[src/rtl/sens_combiner_pkg.sv]
// Shared definitions for the sensitivity-list combiner: reduction operator
// encodings and the output-holding FSM state type.
package sens_combiner_pkg;

  // Reduction operator selected by the mode input.
  localparam logic [1:0] MODE_AND  = 2'b00;
  localparam logic [1:0] MODE_OR   = 2'b01;
  localparam logic [1:0] MODE_XOR  = 2'b10;
  localparam logic [1:0] MODE_NAND = 2'b11;

  // IDLE: nothing to deliver. HOLD: out_data carries an undelivered result.
  typedef enum logic {
    ST_IDLE = 1'b0,
    ST_HOLD = 1'b1
  } state_t;

endpackage : sens_combiner_pkg

[src/rtl/sens_reduce.sv]
// Purely combinational bitwise reduction of NCH operand channels using the
// operator selected by mode. Channel i lives at in_data[i*WIDTH +: WIDTH].
module sens_reduce
  import sens_combiner_pkg::*;
#(
  parameter int WIDTH = 8,
  parameter int NCH   = 2
) (
  input  logic [NCH*WIDTH-1:0] in_data,
  input  logic [1:0]           mode,
  output logic [WIDTH-1:0]     result
);

  // Running reductions: element gi+1 folds channel gi into element gi.
  logic [NCH:0][WIDTH-1:0] and_chain;
  logic [NCH:0][WIDTH-1:0] or_chain;
  logic [NCH:0][WIDTH-1:0] xor_chain;

  assign and_chain[0] = '1;
  assign or_chain[0]  = '0;
  assign xor_chain[0] = '0;

  genvar gi;
  generate
    for (gi = 0; gi < NCH; gi++) begin : g_chan
      assign and_chain[gi+1] = and_chain[gi] & in_data[gi*WIDTH +: WIDTH];
      assign or_chain[gi+1]  = or_chain[gi]  | in_data[gi*WIDTH +: WIDTH];
      assign xor_chain[gi+1] = xor_chain[gi] ^ in_data[gi*WIDTH +: WIDTH];
    end
  endgenerate

  // Pick the fully folded value for the requested operator.
  always_comb begin
    result = and_chain[NCH];
    case (mode)
      MODE_AND:  result = and_chain[NCH];
      MODE_OR:   result = or_chain[NCH];
      MODE_XOR:  result = xor_chain[NCH];
      MODE_NAND: result = ~and_chain[NCH];
      default:   result = and_chain[NCH];
    endcase
  end

endmodule : sens_reduce

[src/rtl/sens_combiner.sv]
// Models an @(in_data or mode) sensitivity list in synchronous logic: any
// change against the last-sampled snapshot is a trigger that recomputes the
// reduction into a one-deep valid/ready output register. Unread results are
// overwritten (latest wins) and counted as coalesced. NCH must be 2..8.
module sens_combiner
  import sens_combiner_pkg::*;
#(
  parameter int WIDTH = 8,
  parameter int NCH   = 2,
  parameter int CNTW  = 8
) (
  input  logic                 clk,
  input  logic                 rst_n,
  input  logic [NCH*WIDTH-1:0] in_data,
  input  logic [1:0]           mode,
  output logic [WIDTH-1:0]     out_data,
  output logic                 out_valid,
  input  logic                 out_ready,
  output logic [CNTW-1:0]      evt_count,
  output logic [CNTW-1:0]      coalesce_count
);

  state_t               state_q, state_d;
  logic [NCH*WIDTH-1:0] snap_data_q, snap_data_d;
  logic [1:0]           snap_mode_q, snap_mode_d;
  logic [WIDTH-1:0]     data_q, data_d;
  logic [CNTW-1:0]      evt_q, evt_d;
  logic [CNTW-1:0]      coal_q, coal_d;

  logic                 trigger;
  logic [WIDTH-1:0]     result;

  sens_reduce #(
    .WIDTH (WIDTH),
    .NCH   (NCH)
  ) u_reduce (
    .in_data (in_data),
    .mode    (mode),
    .result  (result)
  );

  // A trigger is any difference between the live inputs and the snapshot.
  assign trigger = (in_data != snap_data_q) || (mode != snap_mode_q);

  // Next-state logic: snapshots, event counter, FSM, output data, coalescing.
  always_comb begin
    state_d     = state_q;
    snap_data_d = snap_data_q;
    snap_mode_d = snap_mode_q;
    data_d      = data_q;
    evt_d       = evt_q;
    coal_d      = coal_q;

    if (trigger) begin
      snap_data_d = in_data;
      snap_mode_d = mode;
      if (evt_q != '1) begin
        evt_d = evt_q + CNTW'(1);
      end
    end

    case (state_q)
      ST_IDLE: begin
        if (trigger) begin
          state_d = ST_HOLD;
          data_d  = result;
        end
      end
      ST_HOLD: begin
        if (trigger) begin
          // With out_ready the old value leaves this edge, so nothing is lost.
          data_d = result;
          if (!out_ready && (coal_q != '1)) begin
            coal_d = coal_q + CNTW'(1);
          end
        end else if (out_ready) begin
          state_d = ST_IDLE;
        end
      end
      default: begin
        state_d = ST_IDLE;
      end
    endcase
  end

  // State registers; reset drops any pending result without delivering it.
  always_ff @(posedge clk) begin
    if (!rst_n) begin
      state_q     <= ST_IDLE;
      snap_data_q <= '0;
      snap_mode_q <= MODE_AND;
      data_q      <= '0;
      evt_q       <= '0;
      coal_q      <= '0;
    end else begin
      state_q     <= state_d;
      snap_data_q <= snap_data_d;
      snap_mode_q <= snap_mode_d;
      data_q      <= data_d;
      evt_q       <= evt_d;
      coal_q      <= coal_d;
    end
  end

  assign out_data       = data_q;
  assign out_valid      = (state_q == ST_HOLD);
  assign evt_count      = evt_q;
  assign coalesce_count = coal_q;

endmodule : sens_combiner

[config.mk]
export PLATFORM = sky130hd
export DESIGN_NAME = sens_combiner
export DESIGN_NICKNAME = d
export VERILOG_FILES = /design/src/rtl/sens_combiner_pkg.sv /design/src/rtl/sens_reduce.sv /design/src/rtl/sens_combiner.sv
export SDC_FILE = /design/constraint.sdc
export NUM_CORES = 1
export LEC_CHECK = 0
export ABC_AREA = 1
export BUFFER_PORTS_ARGS = -buffer_cell sky130_fd_sc_hd__buf_2
export CORE_ASPECT_RATIO = 1.25
export CORE_UTILIZATION = 50
export CTS_CLUSTER_DIAMETER = 50
export DETAILED_ROUTE_END_ITERATION = 8
export HOLD_SLACK_MARGIN = 0.12
export PLACE_DENSITY = 0.72
export RECOVER_POWER = 50
export REMOVE_ABC_BUFFERS = 1
export SLEW_MARGIN = 0
export SYNTH_ARGS = -nofsm -noshare
export SYNTH_HDL_FRONTEND = slang
export SYNTH_HIERARCHICAL = 1
export SYNTH_SLANG_ARGS = --single-unit
[constraint.sdc]
create_clock -name clk -period 1.85 [get_ports clk]
set_clock_uncertainty 0.05 [all_clocks]
set_input_delay 0 -clock clk [delete_from_list [all_inputs] [get_ports clk]]
set_output_delay 0 -clock clk [all_outputs]
set_load 0.1 [all_outputs]
==> flow_summary.ini <==
[floorplanning]
die_w_um = 67.8
die-height_um = 84.3
coreArea_um2 = 5150
ios = 46
row_count = 29
dieArea_um2 = 5710
start_util_pct = 52.5

[timing]
whs_ns = 0.421
hold_violations = 0
rsz0062_at_grt = no
maxSlewHeadroom_pct = 20.6
max_freq_ghz = 0.603
setup_ws_ns = 0.191
finalSetupViolCount = 0
worst_pin_slew_ns = 1.20
min_period_ns = 1.66
timing.final.crit_share_pct = 89.6
finalMaxSlewViolations = 0

[power_and_ir_drop]
combPwrFrac_pct = 23.1
p_sw_mw = 0.707
p_per_area_nw_per_um2 = 669
vdd_drop_max_uv = 336
cellLeakagePower_nw = 1.81
clkPwrFrac_pct = 30.5
seq_power_share_pct = 46.3
intPower_mw = 1.46
switching_share_pct = 32.7

[placed_design]
gp_congestion = 0.815
dpl_worst_slack_ns = 0.177
hpwl_um = 3980
portBuffers = 45

[logic_synthesis]
synthDistinctLibCells = 24
ys_warn_count = 6
synth_top_family_by_area = simple AND/OR/NAND/NOR gates
synthMuxAreaShare_pct = 0
ys_async_sr_fraction_pct = 0
synthXorXnorAreaFrac_pct = 2.59
yosysTopAreaCell = dfxtp_1
avgSynthCellArea_um2 = 6.52
ys_ff_latch = 43
synth_compound_area_share_pct = 4.44
synthAdderAreaFrac_pct = 8.32
yosysMostFrequentCell = nand2_1
synth_area_leaders = dfxtp_1 (32%), nand2_1 (15%), inv_1 (15%)
ys.flop_type = dfxtp_1
synth-edff-count = 0
netlist_area_um2 = 2710
synth_commonest_cells = nand2_1 (110), inv_1 (107), dfxtp_1 (43)
yosysTopAreaCellShare_pct = 31.8
yosysSeqAreaShare_pct = 31.8
synth-simple-area-share_pct = 33.3
syn_inst = 415

[grt]
antenna_found_initial = 0
track_usage_pct = 21.0
grt_pass1_vias = 2270
grt_pass1_wl_um = 9340
grt_max_degree = 28
gr-total-overflow = 0

[cts]
root_buffer = clkbuf_8
htree_num_levels = 2
postCtsSetupRepairBufs = 0
cts.sinks = 43
clockBufferDepth = 2
clk_pin_slew_ns = 0.08
numCtsBuffers = 5
clk_latency_ns = 0.30
cts_tree = done

[finish]
area_growth_pct = 19.5
drive_above_1_share_pct = 12.4
nNetsFinal = 520
n_antenna_cell = 0

[worst_setup_path]
crit_required_ns = 1.98
crit_arrival_ns = 1.79
startpoint_type = input port
path_max_fanout = 27
critical_path_class = in2reg
critPathCaptureType = register

[route]
drc = 0
drt_iter0_markers = 87
wl_um = 5530
drt_pass1_iterations = 4
wl_per_cell_um = 10.2
ant_nets = 0
vias_per_cell = 4.68
vias = 2545

[outcome]
status = complete, no violations

[worst_hold_path]
hp-class = in2reg

[flow_run]
drv_cap = 0
==> cell usage in the layout (no fill, tap or decap), types with 2 or more instances in the layout <==
cell           count
nand4_2            2
nor2_2             4
buf_2             27
nand4_1           16
nand2_1          108
clkbuf_1          11
nand2_2            2
ha_1              18
inv_1            107
clkbuf_8           7
o21ai_0            9
nor2_1            33
clkbuf_2           8
buf_4              5
xnor2_1            5
xor2_1             3
dfxtp_1           43
nand3_1           32
dlygate4sd3_1     20
a21oi_1           15
==> metal layers <==
| layer | global-route usage, % | part of all wire (%) | vias up |
|---|---|---|---|
| met4 | 7.95 | 1.5 | 0 |
| met5 | 0 | 0 | - |
| met3 | 3.94 | 3.7 | 8 |
| li1 | - | - | 1374 |
| met1 | 24.4 | 45 | 1120 |
| met2 | 36.9 | 50 | 43 |
==> critical path, cell delays in order <==
cell	delay [ns]
dlygate4sd3_1	0.53
buf_4	0.20
inv_1	0.05
nand2_1	0.05
nand2_1	0.06
nor2_1	0.10
nand2_1	0.06
nor2_2	0.15
nand3_2	0.12
buf_6	0.20
nand3_1	0.12
nand2_1	0.06
nand2_1	0.05
nor2_1	0.04
==> area by class of cell <==
cell class / count / area [µm²]
Tap cell: 62 / 77.6
Multi-Input combinational cell: 252 / 1320
Fill cell: 492 / 1920
Sequential cell: 43 / 861
Timing Repair Buffer: 71 / 462
Clock buffer: 8 / 100
Inverter: 108 / 410
==> registers in the layout, indices dropped and copies added, names as in the netlist <==
register        flops
out_data            8
snap_data_q        16
snap_mode_q         2
coalesce_count      8
evt_count           8
out_valid           1
==> through the flow <==
step	util (%)	TNS (ns)	total power [mW]	instances	instance area [µm²]
after floorplan	-	-6.18	1.37	403	2590
after global placement	57.0	0	1.49	516	2940
after detailed placement	57.0	0	1.50	516	2940
after CTS	62.8	0	2.20	544	3240
after global routing	62.7	0	2.29	544	3230
final	62.7	0	2.16	544	3230
==> repair_timing <==
item	4_1_cts	5_1_grt
setup endpoints to repair	0	18
hold buffers	20	0
gates resized for setup	0	5
endpoints found under the hold margin	26	0
==> final timing paths <==
kind,start,slack [ns],cells past startpoint,endpoint
max,mode[1],0.19,14,coalesce_count[0]
min,in_data[8],0.42,4,snap_data_q[8]
min reg2reg,evt_count[6],0.46,2,evt_count[6]
max reg2reg,evt_count[0],0.24,9,evt_count[4]
==> logic make-up (layout without fill, tap and decap cells) <==
logic type | count (synthesis) | in the layout
simple gates | 202 | 202
buf+inv | 120 | 187
flops | 43 | 43
compound gates | 24 | 24
fa+ha+maj | 18 | 18
xor+xnor | 8 | 8
==> power groups by stage <==
stage	clock network, mW	logic (mW)	registers [mW]
floorplan	0	0.171	1.20
global route	0.727	0.557	1.01
detailed placement	0	0.475	1.02
global placement	0	0.467	1.02
CTS	0.688	0.509	1.00
finish	0.661	0.501	1.00
No activity file was read; power rests on OpenSTA's default activity.
